**src/rtl/fpu_writeback_queue.sv**
```systemverilog
// ---------------------------------------------------------------------------
// fpu_writeback_queue
//
// Merges results from two FPU producers into one in-order FIFO that feeds the
// float register file's single write port. Producer A is the pipelined
// fadd/fmul unit and producer B is the iterative fdiv/fsqrt/fcvt unit. The
// module also holds the per-register busy scoreboard that decode uses for its
// RAW/WAW hazard checks.
//
// Ports
//   clk, rstn          clock (posedge) and asynchronous active-low reset
//   clken              global stall; when low, all state is frozen
//   a_valid/a_ready    producer A handshake; a_rd/a_data are its result
//   b_valid/b_ready    producer B handshake; b_rd/b_data are its result
//   rsv_valid/rsv_rd   decode reserves a destination register (sets busy)
//   q_rs1..q_rs3       hazard query registers
//   busy1..busy3       query results (pending write not yet visible)
//   rdi/write_data     register file write address and data (FIFO head)
//   reg_write          register file write enable (FIFO not empty)
//   occupancy          number of FIFO entries held
//   err                sticky protocol-error flag
// ---------------------------------------------------------------------------
module fpu_writeback_queue #(
   parameter int DEPTH  = 4,
   parameter int DATA_W = 32,
   parameter int CNT_W  = $clog2(DEPTH + 1)
) (
   input  logic              clk,
   input  logic              rstn,
   input  logic              clken,
   input  logic              a_valid,
   output logic              a_ready,
   input  logic [4:0]        a_rd,
   input  logic [DATA_W-1:0] a_data,
   input  logic              b_valid,
   output logic              b_ready,
   input  logic [4:0]        b_rd,
   input  logic [DATA_W-1:0] b_data,
   input  logic              rsv_valid,
   input  logic [4:0]        rsv_rd,
   input  logic [4:0]        q_rs1,
   input  logic [4:0]        q_rs2,
   input  logic [4:0]        q_rs3,
   output logic              busy1,
   output logic              busy2,
   output logic              busy3,
   output logic [4:0]        rdi,
   output logic [DATA_W-1:0] write_data,
   output logic              reg_write,
   output logic [CNT_W-1:0]  occupancy,
   output logic              err
);

   localparam int              PTR_W   = (DEPTH > 1) ? $clog2(DEPTH) : 1;
   localparam logic [CNT_W:0]  C_DEPTH = (CNT_W + 1)'(DEPTH);

   // Entry storage carries no reset: an empty queue never exposes it.
   logic [4:0]        r_rd_q   [DEPTH];
   logic [DATA_W-1:0] r_data_q [DEPTH];

   logic [PTR_W-1:0]  r_wptr;
   logic [PTR_W-1:0]  r_rptr;
   logic [CNT_W-1:0]  r_occ;
   logic [31:0]       r_busy;
   logic              r_err;

   logic [CNT_W:0]    w_occ_ext;
   logic [CNT_W:0]    w_b_lim;
   logic              w_a_push;
   logic              w_b_push;
   logic              w_pop;
   logic              w_rsv;
   logic [PTR_W-1:0]  w_b_slot;
   logic [31:0]       w_busy_nxt;
   logic              w_err_a;
   logic              w_err_b;
   logic              w_err_rsv;

   // A pending write is hidden from the query when it is being written this
   // cycle, because the register file forwards the write-port value.
   function automatic logic f_busy_q(input logic [31:0] busy_vec,
                                     input logic [4:0]  q,
                                     input logic        wr_en,
                                     input logic [4:0]  wr_rd);
      return busy_vec[q] & ~(wr_en & (wr_rd == q));
   endfunction

   // Ready is derived from stored occupancy only; a same-cycle pop is not
   // credited, which keeps ready free of any path through the pop logic.
   assign w_occ_ext = {1'b0, r_occ};
   assign w_b_lim   = C_DEPTH - {{CNT_W{1'b0}}, a_valid};
   assign a_ready   = w_occ_ext < C_DEPTH;
   assign b_ready   = w_occ_ext < w_b_lim;

   assign w_a_push  = a_valid & a_ready & clken;
   assign w_b_push  = b_valid & b_ready & clken;
   assign w_rsv     = rsv_valid & clken;

   // B lands behind A when both push in the same cycle.
   assign w_b_slot  = r_wptr + PTR_W'(w_a_push);

   assign reg_write  = (r_occ != '0);
   assign rdi        = reg_write ? r_rd_q[r_rptr]   : 5'd0;
   assign write_data = reg_write ? r_data_q[r_rptr] : '0;
   assign occupancy  = r_occ;
   assign err        = r_err;
   assign w_pop      = reg_write & clken;

   assign busy1 = f_busy_q(r_busy, q_rs1, reg_write, rdi);
   assign busy2 = f_busy_q(r_busy, q_rs2, reg_write, rdi);
   assign busy3 = f_busy_q(r_busy, q_rs3, reg_write, rdi);

   // Clear is applied before set so a same-cycle reserve of the retiring
   // register leaves it busy for the new owner.
   always_comb begin
      w_busy_nxt = r_busy;
      if (w_pop) w_busy_nxt[rdi]    = 1'b0;
      if (w_rsv) w_busy_nxt[rsv_rd] = 1'b1;
   end

   assign w_err_a   = w_a_push & ~r_busy[a_rd] & ~(w_rsv & (rsv_rd == a_rd));
   assign w_err_b   = w_b_push & ~r_busy[b_rd] & ~(w_rsv & (rsv_rd == b_rd));
   assign w_err_rsv = w_rsv & r_busy[rsv_rd] & ~(w_pop & (rdi == rsv_rd));

   // Stage boundary: entry storage write
   always_ff @(posedge clk) begin
      if (w_a_push) begin
         r_rd_q[r_wptr]   <= a_rd;
         r_data_q[r_wptr] <= a_data;
      end
      if (w_b_push) begin
         r_rd_q[w_b_slot]   <= b_rd;
         r_data_q[w_b_slot] <= b_data;
      end
   end

   // Stage boundary: pointers, occupancy, scoreboard and error flag
   always_ff @(posedge clk or negedge rstn) begin
      if (!rstn) begin
         r_wptr <= '0;
         r_rptr <= '0;
         r_occ  <= '0;
         r_busy <= '0;
         r_err  <= 1'b0;
      end else if (clken) begin
         r_wptr <= r_wptr + PTR_W'(w_a_push) + PTR_W'(w_b_push);
         r_rptr <= r_rptr + PTR_W'(w_pop);
         r_occ  <= r_occ + CNT_W'(w_a_push) + CNT_W'(w_b_push) - CNT_W'(w_pop);
         r_busy <= w_busy_nxt;
         r_err  <= r_err | w_err_a | w_err_b | w_err_rsv;
      end
   end

endmodule
```
**config.mk**
```make
export PLATFORM = sky130hd
export DESIGN_NAME = fpu_writeback_queue
export DESIGN_NICKNAME = d
export VERILOG_FILES = /design/src/rtl/fpu_writeback_queue.sv
export SDC_FILE = /design/constraint.sdc
export NUM_CORES = 1
export LEC_CHECK = 0
export CORE_MARGIN = 1
export CORE_UTILIZATION = 52
export DETAILED_ROUTE_END_ITERATION = 8
export PLACE_DENSITY_LB_ADDON = 0.25
export SKIP_CTS_REPAIR_TIMING = 1
export SLEW_MARGIN = 0
export SYNTH_ARGS = -nofsm -noshare
export SYNTH_HDL_FRONTEND = slang
export SYNTH_SLANG_ARGS = --single-unit
export TNS_END_PERCENT = 20
```
**constraint.sdc**
```tcl
create_clock -name clk -period 5.1 [get_ports clk]
set_input_delay 1.02 -clock clk [delete_from_list [all_inputs] [get_ports clk]]
set_output_delay 1.02 -clock clk [all_outputs]
set_load 0.03 [all_outputs]
```
== Word level (Yosys, flattened, before mapping) ==
Memory sizes are Yosys's and may differ from the RTL's.
Index checks and enable logic that the tools add are counted.
Widths: inputs -> output; s select.

* Input port bits: 100
* Memories kept: 2
* Output and inout port bits: 47
* Register bits: 40
* Memory bits (writable): 148

{| class="wikitable"
|+ Memory list
! memory !! depth !! width !! rd ports !! clocked after memory_dff !! write ports !! RTL line !! source
|-
| r_data_q || 4 || 32 || 1 || 0 || 2 || 59 || <nowiki>logic [DATA_W-1:0] r_data_q [DEPTH];</nowiki>
|-
| r_rd_q || 4 || 5 || 1 || 0 || 2 || 58 || <nowiki>logic [4:0] r_rd_q [DEPTH];</nowiki>
|}

* Muxes and demuxes: 24
* Reduce and logical (&&, ||, !) cells: 3
* $lt $le $gt $ge: 11
* Bitwise operators: 35
* Add/sub/neg operators: 7
* Eq/ne operators: 6

{| class="wikitable"
|+ Operator list
! cell !! number
|-
| $mux 32 || 3
|-
| $lt 5x6->1 const B || 7
|-
| $and 32x32->32 || 1
|-
| $not 32->32 || 1
|-
| $or 32x32->32 || 1
|-
| $bmux 1 s5 || 6
|-
| $eq 5x5->1 || 6
|-
| $and 1x1->1 || 21
|-
| $mux 1 || 12
|-
| $demux 1 s5 || 2
|-
| $ge 5x1->1 const B || 2
|-
| $not 1->1 || 8
|-
| $add 2x1->2 || 3
|-
| $add 3x1->3 || 2
|-
| $mux 5 || 1
|-
| $lt 3x4->1 || 1
|-
| $sub 3x1->4 const A || 1
|-
| $lt 3x3->1 const B || 1
|-
| $or 1x1->1 || 3
|-
| $reduce_bool 3->1 || 1
|-
| $sub 3x1->3 || 1
|-
| $logic_and 1x1->1 || 2
|}

== Longest topological paths before layout ==
Gate-level depths: netlist of run 1.

* Word-level depth: 11
* Depth in mapped cells: 10
* Gate-level depth less buffers: 10

== Worst setup path before layout of run 1 ==
OpenSTA, ideal clock, no wires.

* Kind: input -> register
* From: input port a_valid
* To: memory r_data_q[1][0] (enable)
* Arrival: 4052 ps
* Buffers on the path: 0
* Required time: 4613 ps
* Slack: 561 ps
* Cell stages on the path: 3
* Cell sequence: ha_1 -> nand2_1 -> o31ai_1

{| class="wikitable"
|+ RTL lines
! item !! RTL line !! source
|-
| start: declaration || 31 || <nowiki>input logic a_valid,</nowiki>
|-
| end: declaration || 59 ||
|}

== Worst setup path after layout of run 1 ==
* From: input port q_rs3[0]
* To: output port busy3

* Cells in the longest elaborated chain, start to end: 4

{| class="wikitable"
|+ RTL lines
! item !! RTL line !! source
|-
| start: declaration || 43 || <nowiki>input logic [4:0] q_rs3,</nowiki>
|-
| branches (longest 3 deep; another with $bmux 1 s5) || -- ||
|-
| $and 1x1->1 * || 85 || <nowiki>return busy_vec[q] & ~(wr_en & (wr_rd == q));</nowiki>
|-
| end: declaration || 46 || <nowiki>output logic busy3,</nowiki>
|}

Every way passes the cells marked *. The select of a mux whose other input is x is not followed.

==> metrics.md, run 1 <==
| Metric | Value |
|---|---|
| H-tree Lvls | 4 |
| Total Routing Usage GR | 0.291 |
| Endpoint type of the worst setup path | output port |
| Core box area | 0.0211 sq mm |
| Share of the synthesized area in the top cell type | 0.396 |
| RSZ-0062 raised after global routing | false |
| Global-route wire length before repair | 47.4 mm |
| Routed WL per cell | 25.9 um |
| Largest cells by area after synthesis | edfxtp_1 40%, mux2_2 16%, mux4_2 15% |
| Peak supply drop | 0.000339 V |
| Final Max Tran Viols | 0 |
| Antenna cells | 0 |
| Reg2reg setup slack | 2.01 ns |
| Port buffer count | 146 |
| I/O pin cnt | 147 |
| Yosys warnings | 0 |
| Register area | 0.00545 sq mm |
| Routed vias | 7765 |
| Cell variety after synth | 47 |
| Slew @ Worst Pin | 1.02 ns |
| Detail Placement HPWL | 20.2 mm |
| Power Total | 7.35 mW |
| Register area share after synthesis | 0.485 |
| Min-delay src | err |
| Flops & latches, synth | 188 |
| Root Buffer | clkbuf_16 |
| Crit Path Class | in2out |
| Hold path depth | 2 |
| Area delta synth->final | 20.9% |
| Initial antenna violation count | 0 |
| Clock slew at reported path FFs | 0.07 ns |
| Worst R2R End | r_data_q[1][5] |
| Fmax | 0.212 GHz |
| CP Data Arrival Time | 3.70 ns |
| Async set-reset flop share out of synthesis | 0.213 |
| Final hold viol count | 0 |
| Max-slew headroom | 0.319 |
| CTS max path bufs | 2 |
| Syn Nets | 895 |
| Initial core utilization | 0.533 |
| Worst Reg-to-Reg Cells | 9 |
| DR pass1 iterations | 4 |
| Status | finished clean |
| Post-Syn Instances | 786 |
| Post-synth EDFFs | 148 |
| Routed vias/inst | 6.48 |
| Max_cap viols | 0 |
| Grt total ovfl | 0 |
| Hold path endpoint | err |
| Num CTS Buffers | 17 |
| Die Span Y | 149 um |
| CTS tree | done |
| Post-route setup TNS | 0 ns |
| Critical Path RT | 4.08 ns |
| Most common cell in the netlist | mux2_2 |
| PwrDens | 541 mW/mm^2 |
| Syn Std Cell Area | 0.0112 sq mm |
| Worst-Skew Late Latency | 0.44 ns |
| Starting DRT DRC Count | 631 |
| RD Place Congestion | 0.926 |
| Layout cells sized above 1 | 0.323 |
| Min cycle time layout | 4.72 ns |
| Min-delay worst type | reg2reg |
| Final Cycle Share | 0.925 |
| Layout fillers | 1572 |
| Vias in the first global route | 8289 |
| Worst-path fanout max | 9 |
| Largest net degree at the start of global routing | 41 |
| Count of final setup violators | 0 |
| Row count | 53 |
| Die W | 149 um |
| FF-to-FF Start | occupancy[2] |
| Clock Skew | 0.0127 ns |
| LEAKAGE | 4.70 nW |
| Full die area | 0.0222 sq mm |
| Clock sink total | 188 |
| Multi-input logic area | 0.00551 sq mm |
| Final wirelength | 31.0 mm |
| # nets final | 1020 |
| Crit start category | input pin |
| Most used DFF post-synth | edfxtp_1 |
| Synth area leader | edfxtp_1 |
| Synth cell count leaders | 157 x mux2_2, 148 x edfxtp_1, 76 x mux4_2 |
| DRC | 0 |
| Final ANT Viol Nets | 0 |
| Avg Cell Area, Syn | 14.3 sq um |
power breakdown:
| part | switching, mW | total (mW) | internal, mW |
|---|---|---|---|
| clock | 0.657 | 1.41 | 0.753 |
| combinational | 1.74 | 3.36 | 1.62 |
| sequential | 0.537 | 2.58 | 2.04 |
placed cells by master (no fill, tap or decap), types with 3 or more instances in the layout:
| master | n |
|---|---|
| nand3b_1 | 6 |
| nor2b_1 | 8 |
| xor2_1 | 23 |
| nand2_1 | 18 |
| and2_1 | 36 |
| xnor2_1 | 12 |
| clkinvlp_4 | 4 |
| a211oi_1 | 3 |
| o21ai_0 | 66 |
| mux2_2 | 157 |
| or3_1 | 3 |
| a2111oi_0 | 3 |
| nor4_1 | 8 |
| clkdlybuf4s50_1 | 145 |
| a21oi_1 | 4 |
| nor3_1 | 5 |
| inv_1 | 15 |
| mux2_1 | 5 |
| clkbuf_16 | 17 |
| nand2b_1 | 6 |
| a31oi_1 | 5 |
| mux2i_1 | 22 |
| buf_4 | 17 |
| ha_1 | 7 |
| dfrtp_1 | 38 |
| inv_8 | 4 |
| o22ai_1 | 10 |
| edfxtp_1 | 148 |
| mux4_2 | 76 |
| nand3_1 | 5 |
| nor2_1 | 9 |
flip-flops by register name, summed over array words and instances, names as in the netlist:
| signal | count |
|---|---|
| r_rd_q | 20 |
| err | 1 |
| occupancy | 3 |
| r_data_q | 128 |
| r_busy | 32 |
| r_rptr | 2 |
| r_wptr | 2 |
kinds of logic (layout without fill, tap and decap cells):
family,count (synthesis),after routing,share of synthesized area
adder cells (fa/ha/maj),9,9,0.0114
buffers and inverters,74,212,0.0303
XOR/XNOR,35,35,0.0273
multiplexers,261,261,0.336
flip-flops,188,188,0.485
AND/OR/NAND/NOR,115,115,0.0579
AO/OA/AOI/OAI,104,104,0.0529
area by class of cell:
| type | count | share of cell area |
|---|---|---|
| multi-input combinational | 524 | 0.405 |
| sequential | 188 | 0.401 |
| timing repair buffer | 164 | 0.118 |
| clock buffer | 17 | 0.0313 |
| tap | 275 | 0.0253 |
| clock inverter | 15 | 0.0148 |
| inverter | 16 | 0.00442 |
how the worst max path moves through the flow:
stage	slack, ns	cells after the start	from	to
after global routing	0.20	6	q_rs3[0]	busy3
final	0.38	6	q_rs3[0]	busy3
after detailed placement	0.35	6	q_rs2[0]	busy2
after global placement	0.41	6	q_rs1[0]	busy1
after floorplan	0.56	3	a_valid	r_data_q[1][0]
after CTS	0.35	6	q_rs2[0]	busy2
through the flow:
step	instances	worst slack [ns]	hold WS, ns	cell area, sq um	util
after detailed placement	1167	0.355	0.513	13000	0.615
after global routing	1199	0.201	0.535	13600	0.644
after global placement	1167	0.407	0.511	13000	0.615
after CTS	1199	0.350	0.530	13600	0.644
after floorplan	786	0.561	0.537	11200	-
final	1199	0.382	0.530	13600	0.644
worst max-delay path, cell delays in order:
cell	delay (ns)
clkdlybuf4s50_1	0.82
mux4_2	0.58
mux4_2	0.46
mux2i_1	0.16
a31oi_1	0.06
clkdlybuf4s50_1	0.60
layer usage:
layer  share of wire  global-route usage  up-vias
met1            0.39               0.369     3937
met2            0.50               0.484      400
met5               0                   0        -
met4           0.033               0.124        0
met3           0.084              0.0618       84
li1                -                   -     3344
(Power assumes the default switching activity.)
==> run 2: changes to the inputs <==
--- a/config.mk
+++ b/config.mk
@@ -8,8 +8,7 @@
 export CORE_MARGIN = 1
 export CORE_UTILIZATION = 52
 export DETAILED_ROUTE_END_ITERATION = 8
-export PLACE_DENSITY_LB_ADDON = 0.25
-export SKIP_CTS_REPAIR_TIMING = 1
+export PLACE_DENSITY = 0.76
 export SLEW_MARGIN = 0
 export SYNTH_ARGS = -nofsm -noshare
 export SYNTH_HDL_FRONTEND = slang
==> constraint.sdc (replaced) <==
create_clock -name clk -period 5.1 [get_ports clk]
set_input_delay 1.53 -clock clk [delete_from_list [all_inputs] [get_ports clk]]
set_output_delay 1.53 -clock clk [all_outputs]
set_load 0.03 [all_outputs]
==> metrics.md, run 2 (same netlist as run 1, synthesis figures left out) <==
| Metric | Value |
|---|---|
| Most common cell after layout, fill and taps aside | mux2_2 |
| Count of final setup violators | 0 |
| Crit Path Class | in2out |
| Core box area | 0.0211 sq mm |
| Worst hold slack | 0.547 ns |
| Layout cells sized above 1 | 0.334 |
| Min-delay worst type | reg2reg |
| Routed WL per cell | 23.8 um |
| RD Place Congestion | 0.936 |
| Routed vias/inst | 6.28 |
| Crit start category | input pin |
| Total Routing Usage GR | 0.270 |
| Global-route wire length before repair | 44.4 mm |
| DRC | 0 |
| Largest net degree at the start of global routing | 41 |
| Detail Placement HPWL | 18.2 mm |
| Seq pwr share | 0.347 |
| CTS max path bufs | 2 |
| Row count | 53 |
| Most frequent cells in the layout | 157 x mux2_2, 148 x edfxtp_1, 139 x clkdlybuf4s50_1 |
| Worst-path fanout max | 4 |
| H-tree Lvls | 4 |
| Grt total ovfl | 0 |
| Top reg by flops | r_data_q |
| I/O pin cnt | 147 |
| Initial antenna violation count | 1 |
| Pint | 4.40 mW |
| DR pass1 iterations | 4 |
| Final Cycle Share | 0.964 |
| Worst-path cell with the longest stage delay | clkdlybuf4s50_1 |
| Worst-path cell chain | clkdlybuf4s50_1 > inv_1 > ha_1 > a21oi_1 > nor2_1 > nor2_1 > clkdlybuf4s50_1 |
| Worst-Skew Late Latency | 0.44 ns |
| Endpoint type of the worst setup path | output port |
| Dpl ws | -0.394 ns |
| Comb pwr share | 0.463 |
| Clock slew at reported path FFs | 0.07 ns |
| Top Registers | r_data_q x128, r_busy x32, r_rd_q x20 |
| Final instance area | 0.0138 sq mm |
| LEAKAGE | 4.84 nW |
| Antenna cells | 0 |
| Final WS setup | 0.182 ns |
| Worst path max stage delay | 0.67 ns |
| Critical Path RT | 3.57 ns |
| Fmax | 0.203 GHz |
| Max FFs per register | 128 |
| Slew @ Worst Pin | 1.02 ns |
| Final wirelength | 28.8 mm |
| Clock Skew | 0.0159 ns |
| Vias in the first global route | 7747 |
| Final Max Tran Viols | 0 |
| Final ANT Viol Nets | 0 |
| Routed vias | 7614 |
| Area delta synth->final | 22.5% |
| # nets final | 1033 |
| Clock power share | 0.190 |
| Die W | 149 um |
| Power Total | 7.28 mW |
| Status | finished clean |
| Final hold viol count | 0 |
| Peak supply drop | 0.000312 V |
| CP Data Arrival Time | 3.39 ns |
| Num CTS Buffers | 17 |
| Placed inst area | 0.0131 sq mm |
| RSZ-0062 raised after global routing | false |
| Max_cap viols | 0 |
| Starting DRT DRC Count | 623 |
| Initial core utilization | 0.533 |
| Net Switching | 2.88 mW |
| Max-slew headroom | 0.316 |
| Switching Fraction | 0.396 |
| PwrDens | 529 mW/mm^2 |
| Clock sink total | 188 |
| Port buffer count | 146 |
| Full die area | 0.0222 sq mm |
| Die Span Y | 149 um |
| Root Buffer | clkbuf_16 |
| Min cycle time layout | 4.92 ns |
| CTS tree | done |
| Layout fillers | 1556 |
| Setup Fix Bufs, Post-CTS | 0 |
## run 2: power by group through the flow
| stage | logic [mW] | clock network (mW) | registers, mW |
|---|---|---|---|
| floorplan | 2.33 | 0 | 2.28 |
| global placement | 3.34 | 0 | 2.53 |
| detailed placement | 3.37 | 0 | 2.53 |
| CTS | 3.38 | 1.40 | 2.50 |
| global route | 3.59 | 1.46 | 2.55 |
| finish | 3.37 | 1.38 | 2.53 |
## run 2: final timing paths
kind                               from  depth (start not counted)  slack [ns]        endpoint
max                             a_valid                          7        0.18         b_ready
min                                 err                          2        0.55             err
max reg2reg                occupancy[2]                          9        2.10  r_data_q[1][3]
min reg2reg                         err                          2        0.55             err
max in group asynchronous          rstn                          1        3.24       r_rptr[1]
min in group asynchronous          rstn                          1        1.23      r_busy[21]
## run 2: metrics by stage
| step | setup TNS, ns | utilization | instances |
|---|---|---|---|
| after detailed placement | -1.16 | 0.622 | 1179 |
| after CTS | -0.152 | 0.651 | 1211 |
| after global routing | 0 | 0.653 | 1212 |
| final | 0 | 0.653 | 1212 |
| after floorplan | 0 | - | 786 |
| after global placement | -1.13 | 0.622 | 1179 |
## run 2: critical path, delay by kind of cell
kind | cells | cell delay (ns)
compound gates | 1 | 0.18
fa+ha+maj | 1 | 0.28
simple gates | 2 | 0.14
buf+inv | 3 | 1.26
## run 2: final cells by class
cell class	count	area, sq um	share of cell area
Inverter	16	60.1	0.00436
Clock inverter	14	196	0.0143
Timing Repair Buffer	177	1780	0.129
Tap cell	275	344	0.0250
Clock buffer	18	429	0.0312
Multi-Input combinational cell	524	5510	0.400
Sequential cell	188	5450	0.396
## run 2: what timing repair did
item,in CTS,in global routing
endpoints found under the setup margin,3,3
gates resized for setup,14,9
gates cloned,0,1
hold buffers,0,0
## run 2: routing by layer
layer,routed length (um),GRT usage,vias to the layer above
li1,-,-,3370
met2,13900,0.432,360
met1,11500,0.355,3816
met3,2550,0.0642,68
met4,846,0.112,0
met5,0,0,-
==> run 3: changes to the inputs <==
--- a/config.mk
+++ b/config.mk
@@ -6,9 +6,10 @@
 export NUM_CORES = 1
 export LEC_CHECK = 0
 export CORE_MARGIN = 1
-export CORE_UTILIZATION = 52
+export CORE_UTILIZATION = 56
 export DETAILED_ROUTE_END_ITERATION = 8
-export PLACE_DENSITY = 0.76
+export PLACE_DENSITY = 0.81
+export RECOVER_POWER = 100
 export SLEW_MARGIN = 0
 export SYNTH_ARGS = -nofsm -noshare
 export SYNTH_HDL_FRONTEND = slang
==> metrics.md, run 3 (same netlist as run 1, synthesis figures left out) <==
| Metric | Value |
|---|---|
| Status | finished, violations left |
| Violated checks | max-capacitance violations, max-slew violations |
| Grt total ovfl | 0 |
| RD Place Congestion | 0.920 |
| Antenna cells | 0 |
| Layout fillers | 1366 |
| Pint | 4.28 mW |
| Min-delay worst type | reg2reg |
| Max-slew headroom | -0.511 |
| Final wirelength | 29.5 mm |
| Fmax | 0.198 GHz |
| Largest net degree at the start of global routing | 41 |
| Max FFs per register | 128 |
| Count of final setup violators | 0 |
| Layout cells sized above 1 | 0.314 |
| Root Buffer | clkbuf_16 |
| Worst-path fanout max | 9 |
| Routed wl met3 | 2.72 mm |
| Multi-input logic area | 0.00545 sq mm |
| RSZ-0062 raised after global routing | true |
| DR top layer | met4 |
| Area delta synth->final | 20.7% |
| Non-filler cells in the finished layout | 1200 |
| Final Cycle Share | 0.991 |
| Setup Fix Bufs, Post-CTS | 0 |
| Die Span Y | 144 um |
| Clock slew at reported path FFs | 0.07 ns |
| DR pass1 iterations | 5 |
| Final instance area | 0.0136 sq mm |
| Starting DRT DRC Count | 739 |
| DRC | 0 |
| CTS max path bufs | 2 |
| Port buffer count | 146 |
| CTS tree | done |
| Min cycle time layout | 5.06 ns |
| Crit start category | input pin |
| PwrDens | 528 mW/mm^2 |
| Dpl cells | 1167 |
| Max_cap viols | 3 |
| Hold-fix buffer count after cts | 0 |
| Clock Skew | 0.0108 ns |
| Final ANT Viol Nets | 0 |
| Placed inst area | 0.0131 sq mm |
| Routed WL per cell | 24.6 um |
| Full die area | 0.0206 sq mm |
| H-tree Lvls | 4 |
| LEAKAGE | 4.76 nW |
| Routed vias/inst | 6.53 |
| Final WS setup | 0.0449 ns |
| CP Data Arrival Time | 3.53 ns |
| Power Total | 7.16 mW |
| Slew @ Worst Pin | 2.27 ns |
| Initial antenna violation count | 0 |
| Final hold viol count | 0 |
| Peak supply drop | 0.000288 V |
| Row count | 51 |
| Top Registers | r_data_q x128, r_busy x32, r_rd_q x20 |
| Core box area | 0.0196 sq mm |
| Final Max Tran Viols | 82 |
| Num CTS Buffers | 17 |
| Die W | 144 um |
| WL met2 | 14.4 mm |
| Global-route wire length before repair | 45.6 mm |
| Metal-1 WL | 11.4 mm |
| Post-route setup TNS | 0 ns |
| Worst hold slack | 0.540 ns |
| Clock sink total | 188 |
| Switching Fraction | 0.402 |
| Most frequent cells in the layout | 157 x mux2_2, 148 x edfxtp_1, 99 x clkdlybuf4s50_1 |
| # nets final | 1031 |
| Initial core utilization | 0.573 |
| Comb pwr share | 0.459 |
| Endpoint type of the worst setup path | output port |
| Detail Placement HPWL | 18.8 mm |
| Net Switching | 2.88 mW |
| Seq pwr share | 0.352 |
| I/O pin cnt | 147 |
| Register area | 0.00545 sq mm |
| Clock power share | 0.189 |
| Dpl ws | -0.414 ns |
| Layout Utilization | 0.692 |
| Top reg by flops | r_data_q |
| Crit Path Class | in2out |
| Vias in the first global route | 8084 |
| Routed vias | 7833 |
| Worst-Skew Late Latency | 0.44 ns |
| Critical Path RT | 3.57 ns |
| Most common cell after layout, fill and taps aside | mux2_2 |
| Total Routing Usage GR | 0.302 |
run 3: cell count changes in the layout (fill, tap and decap cells not counted), sizes merged, moves of 2 or more:
cell | before | now
clkbuf | 19 | 37
clkdlybuf4s50 | 139 | 99
dlymetal6s2s | 3 | 1
buf | 34 | 13
dlygate4sd3 | 0 | 41
run 3: worst paths after layout:
kind	startpoint	endpoint	slack, ns	cells after the start
max	q_rs3[0]	busy3	0.04	7
min	err	err	0.54	2
max reg2reg	occupancy[2]	r_rd_q[0][0]	1.42	9
min reg2reg	err	err	0.54	2
max in group asynchronous	rstn	r_rptr[0]	1.88	1
min in group asynchronous	rstn	r_busy[13]	1.77	1
run 3: power by group through the flow:
stage | registers [mW] | clock network, mW | logic (mW)
after global routing | 2.53 | 1.42 | 3.51
after CTS | 2.49 | 1.36 | 3.42
after floorplan | 2.28 | 0 | 2.33
after detailed placement | 2.52 | 0 | 3.40
final | 2.52 | 1.35 | 3.28
after global placement | 2.50 | 0 | 3.34
run 3: timing repair:
item                                    CTS  global route
endpoints found under the setup margin    3             2
hold endpoints to repair                  0             0
gates cloned                              0             1
gates resized for setup                  18             5
run 3: final cells by class:
class | count | share of cell area
Inverter | 16 | 0.00443
Multi-Input combinational cell | 524 | 0.402
Clock buffer | 17 | 0.0314
Clock inverter | 15 | 0.0132
Tap cell | 265 | 0.0245
Sequential cell | 188 | 0.402
Timing Repair Buffer | 175 | 0.123
run 3: worst max-delay path, cell delays in order:
cell and delay (ns):
clkdlybuf4s50_1 0.50, buf_12 0.15, mux4_2 0.50, mux4_2 0.47, mux2i_1 0.14, a31oi_1 0.05
buf_2 0.19
run 3: routing by layer:
layer  GRT usage  up-vias
met5           0        -
met4       0.128        0
met3      0.0756       93
met2       0.488      451
met1       0.389     3922
li1            -     3367
